**src/rtl/fetch_unit.sv**
```systemverilog
// fetch_unit: instruction fetch front end.
// Issues single-outstanding requests to an instruction memory, buffers up to
// two returned words in order, and presents the oldest one to decode.
// Ports:
//   CLK, RST                  clock, asynchronous active-high reset
//   imem_req / imem_addr      request strobe and word address (combinational)
//   imem_ack / imem_rdata     response strobe and instruction word
//   stall                     decode not ready; head entry is held
//   PCSrc / PCTarget          taken branch for the presented instruction
//   instr_valid, Instr, PC_D, PCPlus4_D   head entry presented to decode
//   OP6_0, funct3_2_0, funct7_5           decoded fields of Instr
module fetch_unit #(
  parameter logic [31:0] RESET_PC = 32'h0000_0000
) (
  input  logic        CLK,
  input  logic        RST,
  output logic        imem_req,
  output logic [31:0] imem_addr,
  input  logic        imem_ack,
  input  logic [31:0] imem_rdata,
  input  logic        stall,
  input  logic        PCSrc,
  input  logic [31:0] PCTarget,
  output logic        instr_valid,
  output logic [31:0] Instr,
  output logic [31:0] PC_D,
  output logic [31:0] PCPlus4_D,
  output logic [6:0]  OP6_0,
  output logic [2:0]  funct3_2_0,
  output logic        funct7_5
);

  localparam int unsigned XLEN  = 32;
  localparam int unsigned CNT_W = 2;
  localparam int unsigned DEPTH = 2;
  localparam logic [XLEN-1:0] NOP_INSTR = 32'h0000_0013;

  typedef struct packed {
    logic [XLEN-1:0] pc;
    logic [XLEN-1:0] instr;
  } entry_t;

  typedef enum logic [1:0] {
    S_IDLE    = 2'd0,
    S_BUSY    = 2'd1,
    S_DISCARD = 2'd2
  } state_e;

  state_e           r_state;
  state_e           w_state_nxt;
  logic [CNT_W-1:0] r_count;
  logic [XLEN-1:0]  r_fetch_pc;
  logic [XLEN-1:0]  r_req_pc;
  entry_t           r_buf [DEPTH];

  logic             w_valid;
  logic             w_consume;
  logic             w_redirect;
  logic             w_push;
  logic [CNT_W-1:0] w_wr_slot;
  logic [XLEN-1:0]  w_target;
  entry_t           w_new;

  // Handshake with decode: a consume pops the head; PCSrc only counts on a consume.
  assign w_valid    = (r_count != '0);
  assign w_consume  = w_valid && !stall;
  assign w_redirect = w_consume && PCSrc;
  assign w_target   = PCTarget & ~32'd3;
  assign w_new      = '{pc: r_req_pc, instr: imem_rdata};
  // Tail slot after an optional same-cycle pop.
  assign w_wr_slot  = w_consume ? (r_count - CNT_W'(1)) : r_count;

  // FSM state register
  always_ff @(posedge CLK or posedge RST) begin
    if (RST) begin
      r_state <= S_IDLE;
    end else begin
      r_state <= w_state_nxt;
    end
  end

  // FSM next state. An ack always retires the outstanding request, so a
  // redirect coinciding with an ack drops the data (w_push) and returns to
  // IDLE rather than waiting in DISCARD for a response that will never come.
  always_comb begin
    w_state_nxt = r_state;
    case (r_state)
      S_IDLE: begin
        if (imem_req) w_state_nxt = S_BUSY;
      end
      S_BUSY: begin
        if (imem_ack)        w_state_nxt = S_IDLE;
        else if (w_redirect) w_state_nxt = S_DISCARD;
      end
      S_DISCARD: begin
        if (imem_ack) w_state_nxt = S_IDLE;
      end
      default: w_state_nxt = S_IDLE;
    endcase
  end

  // FSM outputs: request only with a free slot; never in a redirect cycle or in reset.
  always_comb begin
    imem_req  = 1'b0;
    imem_addr = r_fetch_pc;
    w_push    = 1'b0;
    case (r_state)
      S_IDLE:  imem_req = (r_count < CNT_W'(DEPTH)) && !w_redirect && !RST;
      S_BUSY:  w_push   = imem_ack && !w_redirect;
      default: begin
        imem_req = 1'b0;
        w_push   = 1'b0;
      end
    endcase
  end

  // Fetch PC, request PC, occupancy and the two-entry in-order buffer.
  always_ff @(posedge CLK or posedge RST) begin
    if (RST) begin
      r_count    <= '0;
      r_fetch_pc <= RESET_PC;
      r_req_pc   <= RESET_PC;
      for (int i = 0; i < DEPTH; i++) begin
        r_buf[i] <= '0;
      end
    end else begin
      if (imem_req) begin
        r_req_pc <= r_fetch_pc;
      end
      if (w_redirect) begin
        r_count    <= '0;
        r_fetch_pc <= w_target;
      end else begin
        if (imem_req) begin
          r_fetch_pc <= r_fetch_pc + 32'd4;
        end
        r_count <= r_count + CNT_W'(w_push) - CNT_W'(w_consume);
        // Shift on pop; a push to the same slot is written last and wins.
        if (w_consume) begin
          r_buf[0] <= r_buf[1];
        end
        if (w_push) begin
          r_buf[w_wr_slot[0]] <= w_new;
        end
      end
    end
  end

  // Head presentation; an empty buffer shows a NOP at PC 0.
  assign instr_valid = w_valid;
  assign Instr       = w_valid ? r_buf[0].instr : NOP_INSTR;
  assign PC_D        = w_valid ? r_buf[0].pc : '0;
  assign PCPlus4_D   = PC_D + 32'd4;
  assign OP6_0       = Instr[6:0];
  assign funct3_2_0  = Instr[14:12];
  assign funct7_5    = Instr[30];

endmodule

```
**config.mk**
```make
export PLATFORM = sky130hd
export DESIGN_NAME = fetch_unit
export DESIGN_NICKNAME = d
export VERILOG_FILES = /design/src/rtl/fetch_unit.sv
export SDC_FILE = /design/constraint.sdc
export NUM_CORES = 1
export LEC_CHECK = 0
export ABC_AREA = 1
export CORE_MARGIN = 2
export CORE_UTILIZATION = 50
export DETAILED_ROUTE_END_ITERATION = 10
export PLACE_DENSITY_LB_ADDON = 0.05
export RECOVER_POWER = 50
export SETUP_SLACK_MARGIN = 0.2
export SYNTH_ARGS = -nofsm -noshare
export SYNTH_HDL_FRONTEND = slang
export SYNTH_SLANG_ARGS = --single-unit
```
**constraint.sdc**
```tcl
create_clock -name CLK -period 18.95 [get_ports CLK]
set_clock_uncertainty 0.2 [all_clocks]
set_input_delay 3.79 -clock CLK [delete_from_list [all_inputs] [get_ports CLK]]
set_output_delay 3.79 -clock CLK [all_outputs]
set_load 0.005 [all_outputs]
```
==> reports/metrics.yaml <==
drtIter0Drc: 600
status: "finished, violations left"
drive_gt1_share_pct: 3.65
crit_path_max_fanout: 64
antenna_cells: 0
yosys_warnings: 0
netlist.area_leader.share_pct: 44.8
fill_cells: 2013
hold_violations: 0
maxSlewHeadroom_pct: -242
vdd_drop_max_mv: 0.115
critPathRequiredTime_ps: 14960
dieHeight_um: 150
antenna_left: 0
synth_area_sq_um: 10600
post-route-min-period_ps: 13210
fp.dieArea_sq_um: 22400
place_inst: 1940
num_rows: 53
cts-buffers-inserted: 17
grtUsageTotal_pct: 25.0
rsz0062_at_grt: "no"
drtPass1Iterations: 5
layout_setup_ws_ps: 5740
io_pins: 210
port_buffers: 205
overflow: 0
synth_cells: 1529
core_sq_um: 20900
first_global_vias: 8761
crit-reg2reg-capture: "imem_addr[11]$_DFFE_PP0P_"
timing.fmax_ghz: 0.0757
p_leak_nw: 6.48
min_path_cells: 2
vias: 9704
worst_pin_slew_ps: 5100
cts.reportedPaths.clkPinSlew_ps: 80
rrSetupSlack_ps: 13540
grt_max_degree: 125
root_buffer: "clkbuf_16"
reg2reg_depth: 9
synth.distinct_cells: 37
maxSlewViolCount: 303
instances_no_fill: 1972
drt-total-wl_mm: 26.9
critPathCaptureType: "output pin"
yosys-top-cells-area: "dfrtp_1 (45%), nand2_1 (19%), o21ai_0 (8.3%), inv_1 (7.9%), nor2_1 (5.9%)"
viasPerCell: 4.92
place_ws_ps: 8710
powerDensity_nw_per_um2: 152
tritoncts: "yes"
drc: 0
gp_congestion: 0.912
cap_violations: 4
syn_to_final_growth_pct: 24.1
cts_htree_levels: 4
ys_seq_area_share_pct: 44.8
final_nets: 1757
clkSinkCount: 190
hold_path_class: "flop to flop"
wl_per_cell_um: 13.6
setup_viol: 0
start_kind: "input pin"
insertion_delay_ps: 450
hold_path_end: "r_buf[70]$_DFFE_PP0N_"
cts_repair_resize_count: 0
synth_area_leader_cell: "dfrtp_1"
ys_ff_latch: 190
setup-tns-final_ps: 0
grt_pass1_wl_mm: 44.6
dp_hpwl_mm: 18.8
arrival_ps: 9220
violations: "max-capacitance violations, max-slew violations"
cts_setup_buffers: 0
regToRegStartpoint: "r_count[1]$_DFF_PP0_"
final_area_sq_um: 13200
antenna_found_initial: 0
critPathKind: "input pin to output pin"
place_area_sq_um: 12600
worstHoldStart: "r_buf[70]$_DFFE_PP0N_"
cts_buffer_depth: 2
min_period_over_period_pct: 69.7
die_x_um: 150
synth.avg_cell_area_sq_um: 6.94
cts_hold_buf: 0
start_util_pct: 50.8
final cells by class:
type                            instances  area [sq um]  area share (%)
Sequential cell                       190          4750            36.1
Multi-Input combinational cell       1038          4530            34.4
Timing Repair Buffer                  212          2090            15.9
Inverter                              225           848            6.45
Clock buffer                           18           429            3.26
Tap cell                              275           344            2.61
Clock inverter                         14           165            1.25
synth_stat cells, drive strengths merged:
master and instances:
xnor2 3, buf 55, o41ai 1, nand2 531, o21ai 194, o22ai 3, nor3 9, a21oi 10
clkbuf 22, ha 4, nand4 14, a21boi 1, dfrtp 190, inv 225, o31ai 1, or2 7
conb 1, nand3 58, xor2 13, nor2 177, o211ai 2, a31oi 4, and2 2, a22oi 2
where the power goes:
| part | internal [W] | switching [W] |
|---|---|---|
| clock | 0.000179 | 0.000179 |
| combinational | 0.000409 | 0.000515 |
| sequential | 0.000584 | 0.000139 |
per-layer routing:
metal  part of all wire (%)  vias to the layer above  wire length, um  track usage, %
li1                       -                     4983                -               -
met1                     48                     4440            13000            36.7
met2                     45                      257            12000            38.2
met3                    5.7                       24             1520            4.79
met4                    1.1                        0              299            6.10
met5                      0                        -                0               0
worst max-delay path, cell delays in order:
cell	delay, ps
dlygate4sd3_1	590
nor2_1	180
nand2_1	920
nand3_2	280
clkbuf_1	1760
inv_1	1010
clkdlybuf4s50_1	660
metrics by stage:
step	hold WS (ps)	total power [W]	utilization (%)
2_1_floorplan	249	0.00128	-
3_3_place_gp	262	0.00164	60.3
3_5_place_dp	265	0.00167	60.3
4_1_cts	286	0.00203	63.2
5_1_grt	294	0.00219	63.0
6_report	280	0.00200	63.0
state kept, by name (all words and copies together), names as in the netlist:
signal / cells
r_req_pc: 30
r_count: 2
r_buf: 126
r_state: 2
imem_addr: 30
worst max path at each step:
stage	from	endpoint	slack [ps]	cells after the start
floorplan	RST	imem_addr[10]$_DFFE_PP0P_	9790	1
global placement	stall	imem_req	8710	7
detailed placement	stall	imem_req	8710	7
CTS	stall	imem_req	8700	7
global route	stall	imem_req	5280	7
finish	stall	imem_req	5740	7
kinds of logic after synthesis:
kind of cell | count (synthesis) | share of synthesized area (%)
simple gates | 798 | 30.4
buf+inv | 302 | 12.4
compound gates | 218 | 10.6
flops | 190 | 44.8
xor+xnor | 16 | 1.32
fa+ha+maj | 4 | 0.472
other cells | 1 | 0.0354
cell usage in the layout, fill, tap and decap left out, types with 2 or more instances in the layout:
master,instances
ha_1,4
o21ai_0,176
nor2_2,9
a22oi_1,2
a31oi_1,4
inv_6,4
o211ai_1,2
buf_4,4
clkbuf_1,4
clkbuf_16,17
nand2_2,2
xnor2_1,3
a21oi_1,10
xor2_1,13
nand3_4,2
clkdlybuf4s50_1,173
o21ai_1,17
o22ai_1,3
conb_1,2
nand4_1,14
nor3_1,8
nor2_1,167
or2_2,7
dfrtp_1,190
inv_8,5
clkinv_8,4
nand2_1,529
and2_1,2
dlygate4sd3_1,32
nand3_1,55
inv_1,222
(Power assumes the default switching activity.)
